**src/rtl/ecg_pkg.sv**
```systemverilog
// Shared types and constants for the ECG R-peak detector and its float comparator.
package ecg_pkg;

  localparam int FLOAT_W = 32;

  typedef enum logic [1:0] {
    IDLE,
    SEARCH,
    ABOVE,
    REFRACT
  } state_t;

  localparam logic [FLOAT_W-1:0] F_0P5 = 32'h3f000000;
  localparam logic [FLOAT_W-1:0] F_1P0 = 32'h3f800000;

  // Maps an IEEE-754 single onto an unsigned key whose integer order matches
  // the numeric order (negatives are bit-inverted, positives get the sign set).
  function automatic logic [FLOAT_W-1:0] order_key(input logic [FLOAT_W-1:0] f);
    return f[FLOAT_W-1] ? ~f : {1'b1, f[FLOAT_W-2:0]};
  endfunction

endpackage

```
**src/rtl/ecg_peak_detector_cmp.sv**
```systemverilog
// Combinational float32 magnitude comparator: a vs b, with +0 and -0 treated as equal.
module ecg_peak_detector_cmp
  import ecg_pkg::*;
(
  input  logic [FLOAT_W-1:0] a,
  input  logic [FLOAT_W-1:0] b,
  output logic               gt,
  output logic               lt,
  output logic               eq
);

  logic               a_zero;
  logic               b_zero;
  logic [FLOAT_W-1:0] key_a;
  logic [FLOAT_W-1:0] key_b;

  assign a_zero = (a[FLOAT_W-2:0] == '0);
  assign b_zero = (b[FLOAT_W-2:0] == '0);
  assign key_a  = order_key(a);
  assign key_b  = order_key(b);

  assign eq = (a_zero && b_zero) || (key_a == key_b);
  assign gt = !eq && (key_a > key_b);
  assign lt = !eq && (key_a < key_b);

endmodule

```
**src/rtl/ecg_peak_detector.sv**
```systemverilog
// Streaming R-peak detector: tracks the maximum of each supra-threshold excursion of a
// float32 ECG stream and emits one record per excursion, followed by a refractory window.
module ecg_peak_detector
  import ecg_pkg::*;
#(
  parameter int IDX_W   = 16,
  parameter int REFRACT = 72
) (
  input  logic               clk,
  input  logic               rst_n,
  input  logic               enable,
  input  logic [FLOAT_W-1:0] threshold,
  input  logic               s_valid,
  output logic               s_ready,
  input  logic [FLOAT_W-1:0] s_data,
  output logic               peak_valid,
  input  logic               peak_ready,
  output logic [FLOAT_W-1:0] peak_value,
  output logic [IDX_W-1:0]   peak_index,
  output logic [IDX_W-1:0]   rr_interval,
  output logic               rr_valid
);

  localparam logic [IDX_W-1:0] REFR_LOAD = IDX_W'(REFRACT);

  state_t             state;
  logic [IDX_W-1:0]   idx;
  logic [IDX_W-1:0]   cand_idx;
  logic [IDX_W-1:0]   prev_idx;
  logic [IDX_W-1:0]   refr_cnt;
  logic [FLOAT_W-1:0] cand_val;
  logic               has_prev;
  logic               accept;

  logic c1_gt;
  logic c2_gt;
  logic unused_c1_lt;
  logic unused_c1_eq;
  logic unused_c2_lt;
  logic unused_c2_eq;

  ecg_peak_detector_cmp u_cmp_thr (
    .a  (s_data),
    .b  (threshold),
    .gt (c1_gt),
    .lt (unused_c1_lt),
    .eq (unused_c1_eq)
  );

  ecg_peak_detector_cmp u_cmp_cand (
    .a  (s_data),
    .b  (cand_val),
    .gt (c2_gt),
    .lt (unused_c2_lt),
    .eq (unused_c2_eq)
  );

  // Input stalls while a record is pending so an emit can never overwrite it.
  assign s_ready = enable && !(peak_valid && !peak_ready);
  assign accept  = s_valid && s_ready;

  always_ff @(posedge clk or negedge rst_n) begin
    if (!rst_n) begin
      state       <= IDLE;
      idx         <= '0;
      cand_idx    <= '0;
      cand_val    <= '0;
      prev_idx    <= '0;
      has_prev    <= 1'b0;
      refr_cnt    <= '0;
      peak_valid  <= 1'b0;
      peak_value  <= '0;
      peak_index  <= '0;
      rr_interval <= '0;
      rr_valid    <= 1'b0;
    end else begin
      // NOTE: non-blocking assignments resolve last-writer-wins, so an emit below
      // overrides this clear when a record is taken and a new one lands together.
      if (peak_valid && peak_ready) peak_valid <= 1'b0;

      if (!enable) begin
        // The pending record (peak_* outputs) is deliberately left untouched.
        state    <= IDLE;
        idx      <= '0;
        cand_idx <= '0;
        cand_val <= '0;
        prev_idx <= '0;
        has_prev <= 1'b0;
        refr_cnt <= '0;
      end else begin
        if (accept) idx <= idx + IDX_W'(1);

        unique case (state)
          IDLE, SEARCH: begin
            if (accept && c1_gt) begin
              state    <= ABOVE;
              cand_val <= s_data;
              cand_idx <= idx;
            end else begin
              state <= SEARCH;
            end
          end

          ABOVE: begin
            if (accept) begin
              if (c1_gt) begin
                // Strictly greater only: ties keep the earliest sample.
                if (c2_gt) begin
                  cand_val <= s_data;
                  cand_idx <= idx;
                end
              end else begin
                peak_valid  <= 1'b1;
                peak_value  <= cand_val;
                peak_index  <= cand_idx;
                rr_interval <= cand_idx - prev_idx;
                rr_valid    <= has_prev;
                prev_idx    <= cand_idx;
                has_prev    <= 1'b1;
                refr_cnt    <= REFR_LOAD;
                state       <= ecg_pkg::REFRACT;
              end
            end
          end

          ecg_pkg::REFRACT: begin
            if (accept) begin
              refr_cnt <= refr_cnt - IDX_W'(1);
              if (refr_cnt == IDX_W'(1)) state <= SEARCH;
            end
          end

          default: state <= IDLE;
        endcase
      end
    end
  end

endmodule

```
**config.mk**
```make
export PLATFORM = sky130hd
export DESIGN_NAME = ecg_peak_detector
export DESIGN_NICKNAME = d
export VERILOG_FILES = /design/src/rtl/ecg_pkg.sv /design/src/rtl/ecg_peak_detector_cmp.sv /design/src/rtl/ecg_peak_detector.sv
export SDC_FILE = /design/constraint.sdc
export NUM_CORES = 1
export LEC_CHECK = 0
export CAP_MARGIN = 25
export CORE_MARGIN = 2
export CORE_UTILIZATION = 40
export CTS_BUF_LIST = sky130_fd_sc_hd__clkbuf_8
export CTS_CLUSTER_DIAMETER = 200
export CTS_CLUSTER_SIZE = 10
export DETAILED_ROUTE_END_ITERATION = 10
export HOLD_SLACK_MARGIN = 0.08
export PLACE_DENSITY = 0.63
export REMOVE_ABC_BUFFERS = 1
export SYNTH_ARGS = -nofsm -noshare
export SYNTH_HDL_FRONTEND = slang
export SYNTH_SLANG_ARGS = --single-unit
```
**constraint.sdc**
```tcl
create_clock -name clk -period 7.15 [get_ports clk]
set_clock_uncertainty 0.05 [all_clocks]
set_input_delay 2.145 -clock clk [delete_from_list [all_inputs] [get_ports clk]]
set_output_delay 2.145 -clock clk [all_outputs]
set_load 0.01 [all_outputs]
```
## Word-level counts from Yosys, hierarchy flattened

Index checks and enable logic that the tools add are counted.

| operators by class | value |
|---|---|
| magnitude comparators | 2 |
| equality and inequality tests | 18 |
| bitwise gates (word level) | 4 |
| reductions and logical operators | 25 |
| multiplexer cells | 42 |
| $add $sub $neg | 3 |

Operators by type and width:

| kind | number |
|---|---|
| $mux W32 | 8 |
| $mux W16 | 15 |
| $not A32 Y32 | 3 |
| $logic_not A31 Y1 | 3 |
| $eq A32 B32 Y1 | 2 |
| $gt A32 B32 Y1 | 2 |
| $pmux W16 S2 | 2 |
| $pmux W32 S2 | 1 |
| $ne A3 B3 Y1 const B | 7 |
| $add A16 B1 Y16 const B | 1 |
| $eq A16 B1 Y1 const B | 1 |
| $sub A16 B1 Y16 const B | 1 |
| $sub A16 B16 Y16 | 1 |
| $mux W2 | 6 |
| $reduce_and A4 Y1 | 3 |
| $logic_and A1 B1 Y1 | 9 |
| $mux W1 | 9 |
| $ne A3 B1 Y1 const B | 2 |
| $pmux W2 S3 | 1 |
| $reduce_and A5 Y1 | 1 |
| $eq A2 B2 Y1 const B | 2 |
| $logic_not A1 Y1 | 4 |
| $ne A2 B1 Y1 const B | 2 |
| $reduce_and A3 Y1 | 1 |
| 6 further kinds | 7 |

| word-level totals | value |
|---|---|
| register bits after elaboration | 165 |
| word-level logic and storage cells | 106 |
| output and inout bits | 67 |

## Longest topological paths before layout

| depth | value |
|---|---|
| depth after elaboration | 11 |
| depth in mapped cells | 13 |
| depth with buffers taken out | 10 |

## Hierarchy

From an unflattened synthesis, not the netlist that was laid out.

| second synthesis, totals | value |
|---|---|
| cell total of the unflattened synthesis | 1148 |
| area total of the unflattened synthesis | 10171.0 um2 |

Modules (own cells, without submodules):

| module | instances | cells each | area each (um2) |
|---|---|---|---|
| ecg_peak_detector | 1 | 802 | 7335.8 |
| ecg_peak_detector_cmp | 2 | 173 | 1417.6 |

## Worst setup path after synthesis

OpenSTA, ideal clock, no wires.

| path | value |
|---|---|
| path type | in2reg |
| start | in s_data[31] |
| end | reg peak_index[0] |
| arrival | 5.284 ns |
| cell stages on the path | 12 |
| required time | 6.975 ns |
| buffers on the path | 4 |
| setup slack | 1.691 ns |
| cell sequence | clkbuf_1 buf_1 xor2_1 ha_1 a21oi_1 nand2_1 a221o_1 o311a_1 a2111oi_4 buf_6 buf_4 mux2_2 |

| between the ends | value |
|---|---|
| word-level cells in the longest chain between the ends | 8 |
| elaborated cells on any way between the ends | 9 |

Ends and longest elaborated chain:

| element | RTL line | RTL |
|---|---|---|
| from (decl) | ecg_peak_detector.sv:15 | `input logic [FLOAT_W-1:0] s_data,` |
| $not A32 Y32 | ecg_pkg.sv:19 | `return f[FLOAT_W-1] ? ~f : {1'b1, f[FLOAT_W-2:0]};` |
| $mux W32 * | ecg_pkg.sv:19 |  |
| branches (longest 3 deep; another with $gt A32 B32 Y1) | - |  |
| $logic_and A1 B1 Y1 * | ecg_peak_detector_cmp.sv:23 | `assign gt = !eq && (key_a > key_b);` |
| $not A1 Y1 (no source line) * | - |  |
| $reduce_and A4 Y1 (no source line) * | - |  |
| to (signal assigned) | ecg_peak_detector.sv:115 | `peak_index <= cand_idx;` |
| to (decl) | ecg_peak_detector.sv:19 | `output logic [IDX_W-1:0] peak_index,` |

Every way passes the cells marked *.
A chain may end at the register's enable or synchronous reset.

## Worst setup path in the final report

| path | value |
|---|---|
| start | in s_data[31] |
| end | reg peak_index[1] |

Same word-level chain as after synthesis.

==> impl_metrics.toml <==
[status]
status = "complete, no violations"

[sta]
tightest_slew_ns = 0.927
finalHoldViolations = 0
slew_headroom_pct = 37.6
holdWs_ns = 0.444
period_share_pct = 82.1
setup_viol = 0
rsz0062_at_grt = "no"
period_needed_ns = 5.87
setup_tns_ns = 0
max_freq_mhz = 170
drv_slew = 0

[logic_synthesis]
ys.warnings.count = 0
synth_most_common_cell = "dfrtp_1"
synthTopCellsByArea = "dfrtp_1 40%, ha_1 9.8%, xnor2_1 6.5%, mux2_2 5.6%, nand2_1 5.4%"
synthAdderAreaFrac_pct = 10.0
ys.flop_type = "dfrtp_1"
yosys.area_share.simple_pct = 15.9
syn_avg_cell_area_um2 = 9.79
synth_top_cells_by_count = "165 x dfrtp_1, 151 x nand2_1, 82 x ha_1"
yosysUniqueCellTypes = 60
synth_top_area_share_pct = 39.5
synth_enable_flop_cells = 0
ys_async_sr_fraction_pct = 100
synth_compound_area_share_pct = 11.1
synth_mux_area_share_pct = 10.4
syn_inst = 1068
synth_top_family_by_area = "simple AND/OR/NAND/NOR gates"
syn_area_mm2 = 0.0105
ys_ff_latch = 165
synth_seq_area_share_pct = 39.5
synth-xor-area-share_pct = 9.64
yosys.area.top_type = "dfrtp_1"

[drt]
num_vias = 8227
routed_wl_um = 26000
wl_met1_um = 12500
dr_wl_met2_um = 12000
wire_per_inst_um = 17.0
viasPerCell = 5.36
drt_iter0_markers = 524
ant_nets = 0
wl_met3_um = 1130
firstDrtPassIters = 7
highest_layer = "met4"
drc_errors = 0

[floorplan]
fp.dieH_um = 166
fp-row-count = 59
die_x_um = 166
pin_count = 136
core_mm2 = 0.0258
die_area_mm2 = 0.0274
start_util_pct = 40.5

[placement]
dp_hpwl_um = 19500
placed_area_mm2 = 0.0121
gp_congestion = 0.872
placedCellCount = 1504
io_buffers = 135

[global_route]
grt_pass1_wl_um = 42900
grt_pass1_vias = 8343
antenna_found_initial = 0
grt_max_degree = 84
grt_overflow = 0
grt_use_total_pct = 19.1

[setup_path]
reg2reg_depth = 11
rr_startpoint = "cand_val[31]$_DFFE_PN0P_"
critPathKind = "input pin to flop"
critPathMaxFanout = 35
crit_required_ns = 7.46
rrSetupSlack_ns = 3.25
r2r-end = "cand_val[3]$_DFFE_PN0P_"
worst_setup_path_end_kind = "flop"
start_kind = "input pin"
arrival_ns = 6.18

[clocking]
cts-root-buf = "clkbuf_8"
cts_tree = "done"
insertion_delay_ns = 0.48
cts_resized = 0
cts.clk_slew.worst_paths_ns = 0.10
clock-sinks = 165
cts_made_buffers = 17
cts_setup_buffers = 0
cts_buffer_depth = 2
cts.hold.buffers_added = 0
cts-htree-levels = 4

[power_and_ir_drop]
powerDensity_mw_per_mm2 = 196
ir_drop_mv = 0.103
total_power_mw = 2.46
netSwitchingPower_uw = 839
switching_share_pct = 34.2
power_frac_comb_pct = 28.2
pwr-share-seq_pct = 43.9
clockPowerShare_pct = 27.9
p_int_mw = 1.62
p_leak_nw = 5.36

[finish]
drive_gt1_share_pct = 9.99
nNetsFinal = 1340
syn_to_final_growth_pct = 19.8
antenna_cells = 0
stdcell_area_mm2 = 0.0125
fillCellCount = 2417
layoutNonFillerInstCount = 1536

[job]
drv_cap = 0

[hold_path]
whs_endpoint = "rr_interval[0]$_DFFE_PN0P_"
hold_class = "flop to flop"
min-delay-start = "rr_interval[0]$_DFFE_PN0P_"
hold_path_depth = 2
-- power groups by stage --
stage | registers, mW | logic (mW) | clock network (mW)
floorplan | 1.11 | 0.367 | 0
global placement | 1.09 | 0.679 | 0
detailed placement | 1.10 | 0.692 | 0
CTS | 1.08 | 0.696 | 0.701
global route | 1.09 | 0.767 | 0.739
finish | 1.08 | 0.692 | 0.686
-- through the flow --
stage,setup slack [ns],util [%]
final,1.28,48.5
after global routing,1.16,48.5
after global placement,1.01,46.9
after detailed placement,0.896,46.9
after CTS,1.35,48.5
after floorplan,-0.367,-
-- critical path, cell delays in order --
cell and delay, ns:
buf_2 0.66, xor2_1 0.25, ha_1 0.38, nand4_1 0.17
nor4_1 0.80, a21boi_4 0.20, a2111oi_4 0.69, buf_4 0.46
mux2_2 0.39
-- state kept, by name, indices dropped and copies added (netlist names) --
register,count
rr_valid,1
peak_valid,1
peak_value,32
rr_interval,16
has_prev,1
idx,16
state,2
cand_idx,16
cand_val,32
prev_idx,16
refr_cnt,16
peak_index,16
-- layout make-up --
class                      instances  area (µm²)  share of cell area (%)
clock inverter                    15         166                    1.33
sequential                       165        4130                    33.0
clock buffer                      17         234                    1.87
timing repair buffer             148        1460                    11.7
multi-input combinational        817        5970                    47.6
tap                              335         419                    3.35
inverter                          39         146                    1.17
-- cell families (layout without fill, tap and decap cells) --
kind of cell	count (synthesis)	after routing
buffers and inverters	86	219
AO/OA/AOI/OAI	175	175
adder cells (fa/ha/maj)	83	83
multiplexers	102	102
flip-flops	165	165
AND/OR/NAND/NOR	342	342
XOR/XNOR	115	115
-- worst max-delay path by stage --
stage               cells past startpoint        from                          to
floorplan                               8  s_data[31]     cand_idx[0]$_DFFE_PN0P_
global placement                        9  s_data[31]  peak_value[18]$_DFFE_PN0P_
detailed placement                      9  s_data[31]   peak_index[1]$_DFFE_PN0P_
CTS                                     9  s_data[31]   peak_index[1]$_DFFE_PN0P_
global route                            9  s_data[31]   peak_index[1]$_DFFE_PN0P_
finish                                  9  s_data[31]   peak_index[1]$_DFFE_PN0P_
-- metal layers --
layer,GRT usage (%),vias to the layer above
met3,3.32,35
met5,0,-
met2,30.9,208
met1,26.2,3964
met4,5.63,0
li1,-,4020
-- placed cells by master (no fill, tap or decap), types with 35 or more instances in the layout --
cell	count
inv_1	39
xnor2_1	78
clkdlybuf4s50_1	131
nand2_1	151
a21oi_1	45
mux2i_1	50
ha_1	82
dfrtp_1	165
o21ai_0	44
mux2_2	52
nor2_1	35
xor2_1	37
Power figures use the tool's default switching activity.
